### src/rtl/rram_loader_pkg.sv
// Shared types and header layout for the RRAM host loader.
package rram_loader_pkg;

  typedef enum logic [1:0] {
    ST_IDLE  = 2'd0,
    ST_INSTR = 2'd1,
    ST_DATA  = 2'd2,
    ST_DROP  = 2'd3
  } state_t;

  localparam logic [3:0] TYPE_INSTR = 4'h1;
  localparam logic [3:0] TYPE_DATA  = 4'h2;

  localparam int HDR_TYPE_LSB = 60;
  localparam int HDR_TYPE_W   = 4;
  localparam int HDR_CORE_LSB = 58;
  localparam int HDR_CORE_W   = 2;
  localparam int HDR_LEN_LSB  = 0;

  localparam int INSTR_WIDTH_DFLT  = 4;
  localparam int OPCODE_WIDTH_DFLT = 16;
  localparam int INSTR_W = INSTR_WIDTH_DFLT + OPCODE_WIDTH_DFLT;

endpackage

### src/rtl/rram_instr_unpacker.sv
// Holds one payload word and emits its three instruction slots, one per cycle.
// A slot waits while the FIFO is full; din stays on that slot until it goes.
module rram_instr_unpacker
  import rram_loader_pkg::*;
#(
  parameter int W  = INSTR_W,
  parameter int LW = 16
) (
  input  logic          CLK,
  input  logic          rst_n,
  input  logic          i_load,
  input  logic [3*W-1:0] i_data,
  input  logic [LW-1:0] i_cnt,
  input  logic          i_full,
  output logic          o_buf_vld,
  output logic          o_push,
  output logic          o_push_n,
  output logic [W-1:0]  o_din
);

  logic [3*W-1:0] r_buf;
  logic           r_buf_vld;
  logic [1:0]     r_slot;
  logic           w_last;

  assign o_push    = r_buf_vld & ~i_full & rst_n;
  assign o_push_n  = ~o_push;
  assign o_buf_vld = r_buf_vld;
  // The word is finished after slot 2 or when this push drains the packet.
  assign w_last    = (r_slot == 2'd2) || (i_cnt == LW'(1));

  always_ff @(posedge CLK) begin
    if (!rst_n) begin
      r_buf     <= '0;
      r_buf_vld <= 1'b0;
      r_slot    <= 2'd0;
    end else if (i_load) begin
      r_buf     <= i_data;
      r_buf_vld <= 1'b1;
      r_slot    <= 2'd0;
    end else if (o_push) begin
      if (w_last) begin
        r_buf_vld <= 1'b0;
        r_slot    <= 2'd0;
      end else begin
        r_slot <= r_slot + 2'd1;
      end
    end
  end

  always_comb begin
    o_din = r_buf[W-1:0];
    case (r_slot)
      2'd0:    o_din = r_buf[W-1:0];
      2'd1:    o_din = r_buf[2*W-1:W];
      default: o_din = r_buf[3*W-1:2*W];
    endcase
  end

endmodule

### src/rtl/rram_host_loader.sv
// Parses host packets into instruction / input-data FIFO pushes; DATA words pass with zero latency,
// INSTR words unpack at one slot per cycle. Host is stalled via s_ready; FIFO full stalls pushes combinationally.
module rram_host_loader
  import rram_loader_pkg::*;
#(
  parameter int INSTR_WIDTH  = 4,
  parameter int OPCODE_WIDTH = 16,
  parameter int DATAIN_WIDTH = 64,
  parameter int LEN_WIDTH    = 16
) (
  input  logic                              CLK,
  input  logic                              rst_n,
  input  logic [1:0]                        CORE_SEL,
  input  logic                              s_valid,
  output logic                              s_ready,
  input  logic [DATAIN_WIDTH-1:0]           s_data,
  output logic                              push_n_instFIFO,
  input  logic                              full_instFIFO,
  output logic [INSTR_WIDTH+OPCODE_WIDTH-1:0] din_instFIFO,
  output logic                              push_n_iFIFO,
  input  logic                              full_iFIFO,
  output logic [DATAIN_WIDTH-1:0]           din_iFIFO,
  output logic                              busy,
  output logic                              pkt_done,
  output logic                              err_hdr
);

  localparam int IW = INSTR_WIDTH + OPCODE_WIDTH;

  state_t               r_state, w_state_nxt;
  logic [LEN_WIDTH-1:0] r_cnt, w_cnt_nxt, w_dec;
  logic                 r_drop_instr, w_drop_instr_nxt;
  logic                 r_pkt_done, w_done_nxt;
  logic                 r_err_hdr, w_err_nxt;
  logic                 w_s_ready, w_push_i, w_load;
  logic                 w_buf_vld, w_ins_push;
  logic [3:0]           w_type;
  logic [1:0]           w_core;
  logic [LEN_WIDTH-1:0] w_len;

  assign w_type = s_data[HDR_TYPE_LSB +: HDR_TYPE_W];
  assign w_core = s_data[HDR_CORE_LSB +: HDR_CORE_W];
  assign w_len  = s_data[HDR_LEN_LSB +: LEN_WIDTH];

  rram_instr_unpacker #(.W(IW), .LW(LEN_WIDTH)) u_unpack (
    .CLK       (CLK),
    .rst_n     (rst_n),
    .i_load    (w_load),
    .i_data    (s_data[3*IW-1:0]),
    .i_cnt     (r_cnt),
    .i_full    (full_instFIFO),
    .o_buf_vld (w_buf_vld),
    .o_push    (w_ins_push),
    .o_push_n  (push_n_instFIFO),
    .o_din     (din_instFIFO)
  );

  always_ff @(posedge CLK) begin
    if (!rst_n) begin
      r_state      <= ST_IDLE;
      r_cnt        <= '0;
      r_drop_instr <= 1'b0;
      r_pkt_done   <= 1'b0;
      r_err_hdr    <= 1'b0;
    end else begin
      r_state      <= w_state_nxt;
      r_cnt        <= w_cnt_nxt;
      r_drop_instr <= w_drop_instr_nxt;
      r_pkt_done   <= w_done_nxt;
      r_err_hdr    <= w_err_nxt;
    end
  end

  always_comb begin
    w_state_nxt      = r_state;
    w_cnt_nxt        = r_cnt;
    w_drop_instr_nxt = r_drop_instr;
    w_done_nxt       = 1'b0;
    w_err_nxt        = 1'b0;
    w_s_ready        = 1'b0;
    w_push_i         = 1'b0;
    w_load           = 1'b0;
    w_dec            = LEN_WIDTH'(1);
    case (r_state)
      ST_IDLE: begin
        w_s_ready = 1'b1;
        if (s_valid) begin
          w_cnt_nxt = w_len;
          if (w_type != TYPE_INSTR && w_type != TYPE_DATA) begin
            w_err_nxt = 1'b1;
          end else if (w_len == '0) begin
            w_done_nxt = 1'b1;
          end else if (w_core != CORE_SEL) begin
            w_state_nxt      = ST_DROP;
            w_drop_instr_nxt = (w_type == TYPE_INSTR);
          end else begin
            w_state_nxt = (w_type == TYPE_INSTR) ? ST_INSTR : ST_DATA;
          end
        end
      end
      ST_INSTR: begin
        w_s_ready = ~w_buf_vld;
        w_load    = s_valid & ~w_buf_vld;
        if (w_ins_push) begin
          w_cnt_nxt = r_cnt - LEN_WIDTH'(1);
          if (r_cnt == LEN_WIDTH'(1)) begin
            w_state_nxt = ST_IDLE;
            w_done_nxt  = 1'b1;
          end
        end
      end
      ST_DATA: begin
        w_s_ready = ~full_iFIFO;
        w_push_i  = s_valid & ~full_iFIFO;
        if (w_push_i) begin
          w_cnt_nxt = r_cnt - LEN_WIDTH'(1);
          if (r_cnt == LEN_WIDTH'(1)) begin
            w_state_nxt = ST_IDLE;
            w_done_nxt  = 1'b1;
          end
        end
      end
      default: begin
        w_s_ready = 1'b1;
        // A dropped INSTR word carries up to three instructions.
        if (r_drop_instr)
          w_dec = (r_cnt < LEN_WIDTH'(3)) ? r_cnt : LEN_WIDTH'(3);
        if (s_valid) begin
          w_cnt_nxt = r_cnt - w_dec;
          if (r_cnt <= w_dec) begin
            w_state_nxt = ST_IDLE;
            w_done_nxt  = 1'b1;
          end
        end
      end
    endcase
    if (!rst_n) begin
      w_s_ready = 1'b0;
      w_push_i  = 1'b0;
      w_load    = 1'b0;
    end
  end

  assign s_ready      = w_s_ready;
  assign push_n_iFIFO = ~w_push_i;
  assign din_iFIFO    = s_data;
  assign busy         = (r_state != ST_IDLE);
  assign pkt_done     = r_pkt_done;
  assign err_hdr      = r_err_hdr;

endmodule
### config.mk
export PLATFORM = sky130hd
export DESIGN_NAME = rram_host_loader
export DESIGN_NICKNAME = d
export VERILOG_FILES = /design/src/rtl/rram_loader_pkg.sv /design/src/rtl/rram_instr_unpacker.sv /design/src/rtl/rram_host_loader.sv
export SDC_FILE = /design/constraint.sdc
export NUM_CORES = 1
export LEC_CHECK = 0
export ABC_CLOCK_PERIOD_IN_PS = 3600
export CAP_MARGIN = 20
export CORE_AREA = 3 3 120 122
export CTS_BUF_LIST = sky130_fd_sc_hd__clkbuf_16
export DETAILED_ROUTE_END_ITERATION = 8
export DIE_AREA = 0 0 123 125
export HOLD_SLACK_MARGIN = 0.05
export PLACE_DENSITY = 0.77
export SYNTH_ARGS = -nofsm -noshare
export SYNTH_HDL_FRONTEND = slang
export SYNTH_SLANG_ARGS = --single-unit
### constraint.sdc
create_clock -name CLK -period 3.6 [get_ports CLK]
set_input_delay 0.36 -clock CLK [delete_from_list [all_inputs] [get_ports CLK]]
set_output_delay 0.36 -clock CLK [all_outputs]
set_load 0.05 [all_outputs]
==> impl_metrics.py <==
metrics = {
    "setup_path": {
        "cp_slowest_cell": "a2111oi_2",
        "crit_fanout": 7,
        "timing.rr.start": "r_cnt[9]$_SDFFE_PN0P_",
        "criticalPathCategory": "reg2reg",
        "crit_buf_inv": 0,
        "cp_data_required_time_ns": 3.82,
        "worstSetupStartpointType": "register",
        "path_cells": "nor4_2 -> and4bb_4 -> nand3_1 -> nand3b_1 -> ha_1 -> fa_1 -> nor2b_1 -> o21ai_1 -> a21o_1 -> a2111oi_2 -> o2111a_1 -> nor3_1",
        "slowest_delay_ns": 0.42,
        "r2r-end": "r_cnt[14]$_SDFFE_PN0P_",
        "critPathTopFamily": "simple AND/OR/NAND/NOR gates",
        "r2r_slack_ns": 0.25,
        "worstRegToRegCells": 12,
        "arrival_ns": 3.57,
        "cp-end-kind": "register",
    },
    "floorplan": {
        "core_area_sq_um": 13300,
        "io_pins": 161,
        "start_util_pct": 40.06,
        "core.rowCount": 42,
        "die_w_microns": 123,
        "die_h_microns": 125,
        "die_area_sq_um": 15380,
    },
    "worst_hold_path": {
        "hold_start": "u_unpack.r_buf[17]$_SDFFE_PN0P_",
        "holdPathEnd": "u_unpack.r_buf[17]$_SDFFE_PN0P_",
        "whs_path_depth": 1,
        "min_path_type": "reg2reg",
    },
    "place": {
        "dpl.hpwl_microns": 12330,
        "numPortBuffers": 160,
        "dp_slack_ns": 0.1552,
        "place_area_sq_um": 6625,
        "gp_congestion": 0.9523,
    },
    "synth": {
        "yosys_warnings": 0,
        "synth_cells": 637,
        "synth_top_area_cell": "dfxtp_1",
        "netlist_area_sq_um": 5326,
        "yosysSeqAreaShare_pct": 31.57,
        "synth_edf_count": 0,
        "synthTopCellsByCount": "dfxtp_1 (84), nand2_1 (80), buf_4 (64)",
        "ys.flop_type": "dfxtp_1",
        "synth_area_leaders": "dfxtp_1 (32%), a22o_1 (9.9%), buf_4 (9.0%)",
        "yosys.area.top_type_share_pct": 31.57,
        "synth_seq_cells": 84,
        "synth_most_common_cell": "dfxtp_1",
        "synthArstFlopShare_pct": 0,
        "avgSynthCellArea_sq_um": 8.362,
        "synth_cell_types": 67,
    },
    "drt": {
        "drt-total-wl_microns": 16590,
        "first_iter_violations": 440,
        "drt-pass1-iter-count": 5,
        "drt-wirelength-per-cell_microns": 18.19,
        "drc": 0,
        "ant_nets": 0,
        "viasPerCell": 5.753,
        "vias": 5247,
    },
    "grt": {
        "grt_use_met1_pct": 27.82,
        "antenna_found_initial": 0,
        "grt_pass1_wl_microns": 26390,
        "grt_pass1_vias": 5138,
        "grt.busiest_layer": "met2",
        "grt_overflow": 0,
        "globalRouteMet3Util_pct": 4.020,
        "grt_max_degree": 63,
        "grt_usage_pct": 21.13,
        "gr-usage-met2_pct": 34.19,
    },
    "cells_and_area": {
        "seqCellArea_sq_um": 1682,
        "diodes": 0,
        "multi_input_area_sq_um": 3050,
        "drive_gt1_share_pct": 8.016,
        "fillers": 1221,
        "fin_nets": 829,
        "fin_area_sq_um": 6939,
        "area_delta_synth_final_pct": 30.28,
    },
    "clock_network": {
        "cts-buffers-inserted": 9,
        "path_clk_slew_ns": 0.07,
        "cts_tree": "yes",
        "cts.sinks": 84,
        "holdBufCountCts": 0,
        "htreeDepth": 3,
        "clock_latency_ns": 0.34,
        "root_buffer": "clkbuf_16",
        "clockBufferDepth": 2,
    },
    "sta": {
        "final.setup.tns_ns": 0,
        "slew_headroom_pct": 34.88,
        "fin_ws_ns": 0.2505,
        "final_max_slew_viol_count": 0,
        "skew_ns": 0.008910,
        "tightest_slew_ns": 0.9768,
        "max_freq_ghz": 0.2985,
        "min_period_ns": 3.350,
        "rsz0062_at_grt": "no",
        "finalCritPeriodShare_pct": 93.04,
        "whs_ns": 0.4749,
        "timing.final.hold_violations": 0,
        "setup_viol": 0,
    },
    "power_and_ir_drop": {
        "p_total_mw": 2.697,
        "powerDensity_nw_per_um2": 388.6,
        "p_leak_nw": 2.782,
        "irDropWorstVdd_uv": 318.6,
    },
    "outcome": {
        "outcome": "completed",
    },
    "run": {
        "cap_violations": 0,
    },
}
==> stage by stage <==
stage | utilization, % | std cells
2_1_floorplan | - | 650
3_3_place_gp | 49.83 | 896
3_5_place_dp | 49.83 | 896
4_1_cts | 52.15 | 912
5_1_grt | 52.19 | 912
6_report | 52.19 | 912
==> placed cells by master, fill, tap and decap left out, drive strengths merged, types with 5 or more instances in the layout <==
master / count
nand2: 81
a21oi: 30
conb: 14
a21boi: 9
xor2: 5
o211ai: 6
nand4: 12
inv: 15
xnor2: 13
nand2b: 5
a22oi: 23
dfxtp: 84
nor4: 7
a22o: 60
nor2: 27
nand3: 18
nor3: 7
o21ai: 27
a211oi: 5
clkdlybuf4s50: 140
clkbuf: 9
a21o: 5
ha: 26
buf: 31
a221oi: 6
==> area by class of cell <==
| type | count | area share (%) |
|---|---|---|
| sequential | 84 | 24.23 |
| tap | 176 | 3.173 |
| inverter | 12 | 0.6491 |
| timing repair buffer | 171 | 23.55 |
| clock inverter | 7 | 1.190 |
| multi-input combinational | 453 | 43.96 |
| clock buffer | 9 | 3.246 |
==> repair_timing <==
| action | 4_1_cts | 5_1_grt |
|---|---|---|
| setup buffers | 0 | 0 |
| resized for setup | 0 | 2 |
| setup endpoints to repair | 0 | 1 |
==> state kept, by name (all words and copies together) (netlist names) <==
register / cells
u_unpack.o_buf_vld: 1
u_unpack.r_slot: 2
err_hdr: 1
pkt_done: 1
r_drop_instr: 1
r_cnt: 16
r_state: 2
u_unpack.r_buf: 60
==> layer usage <==
metal  routed length [microns]  up-vias
met5                         0        -
met4                       458        0
met3                      1345       31
met2                      7890      242
met1                      6897     2501
li1                          -     2473
==> report_power, final <==
part	switching [mW]	total, mW	leakage (nW)	internal, mW
clock network	0.407	0.956	0.145	0.548
registers	0.0328	0.988	0.681	0.956
logic	0.457	0.752	1.96	0.295
==> worst max path at each step <==
stage	startpoint	to	slack, ns	cells after the start
after global placement	r_cnt[9]$_SDFFE_PN0P_	r_cnt[14]$_SDFFE_PN0P_	0.28	12
after floorplan	r_cnt[7]$_SDFFE_PN0P_	r_cnt[14]$_SDFFE_PN0P_	0.52	12
after global routing	r_cnt[9]$_SDFFE_PN0P_	r_cnt[14]$_SDFFE_PN0P_	0.03	12
final	r_cnt[9]$_SDFFE_PN0P_	r_cnt[14]$_SDFFE_PN0P_	0.25	12
after detailed placement	r_cnt[9]$_SDFFE_PN0P_	r_cnt[14]$_SDFFE_PN0P_	0.16	12
after CTS	r_cnt[9]$_SDFFE_PN0P_	r_cnt[14]$_SDFFE_PN0P_	0.12	12
==> cells by family after synthesis <==
| family | Yosys count | share of synthesized area (%) |
|---|---|---|
| compound gates | 203 | 28.19 |
| simple gates | 188 | 17.62 |
| buf+inv | 113 | 12.54 |
| flops | 84 | 31.57 |
| fa+ha+maj | 27 | 6.483 |
| xor+xnor | 18 | 2.960 |
| mux | 3 | 0.5638 |
| other cells | 1 | 0.07040 |
No activity file was read; power rests on OpenSTA's default activity.
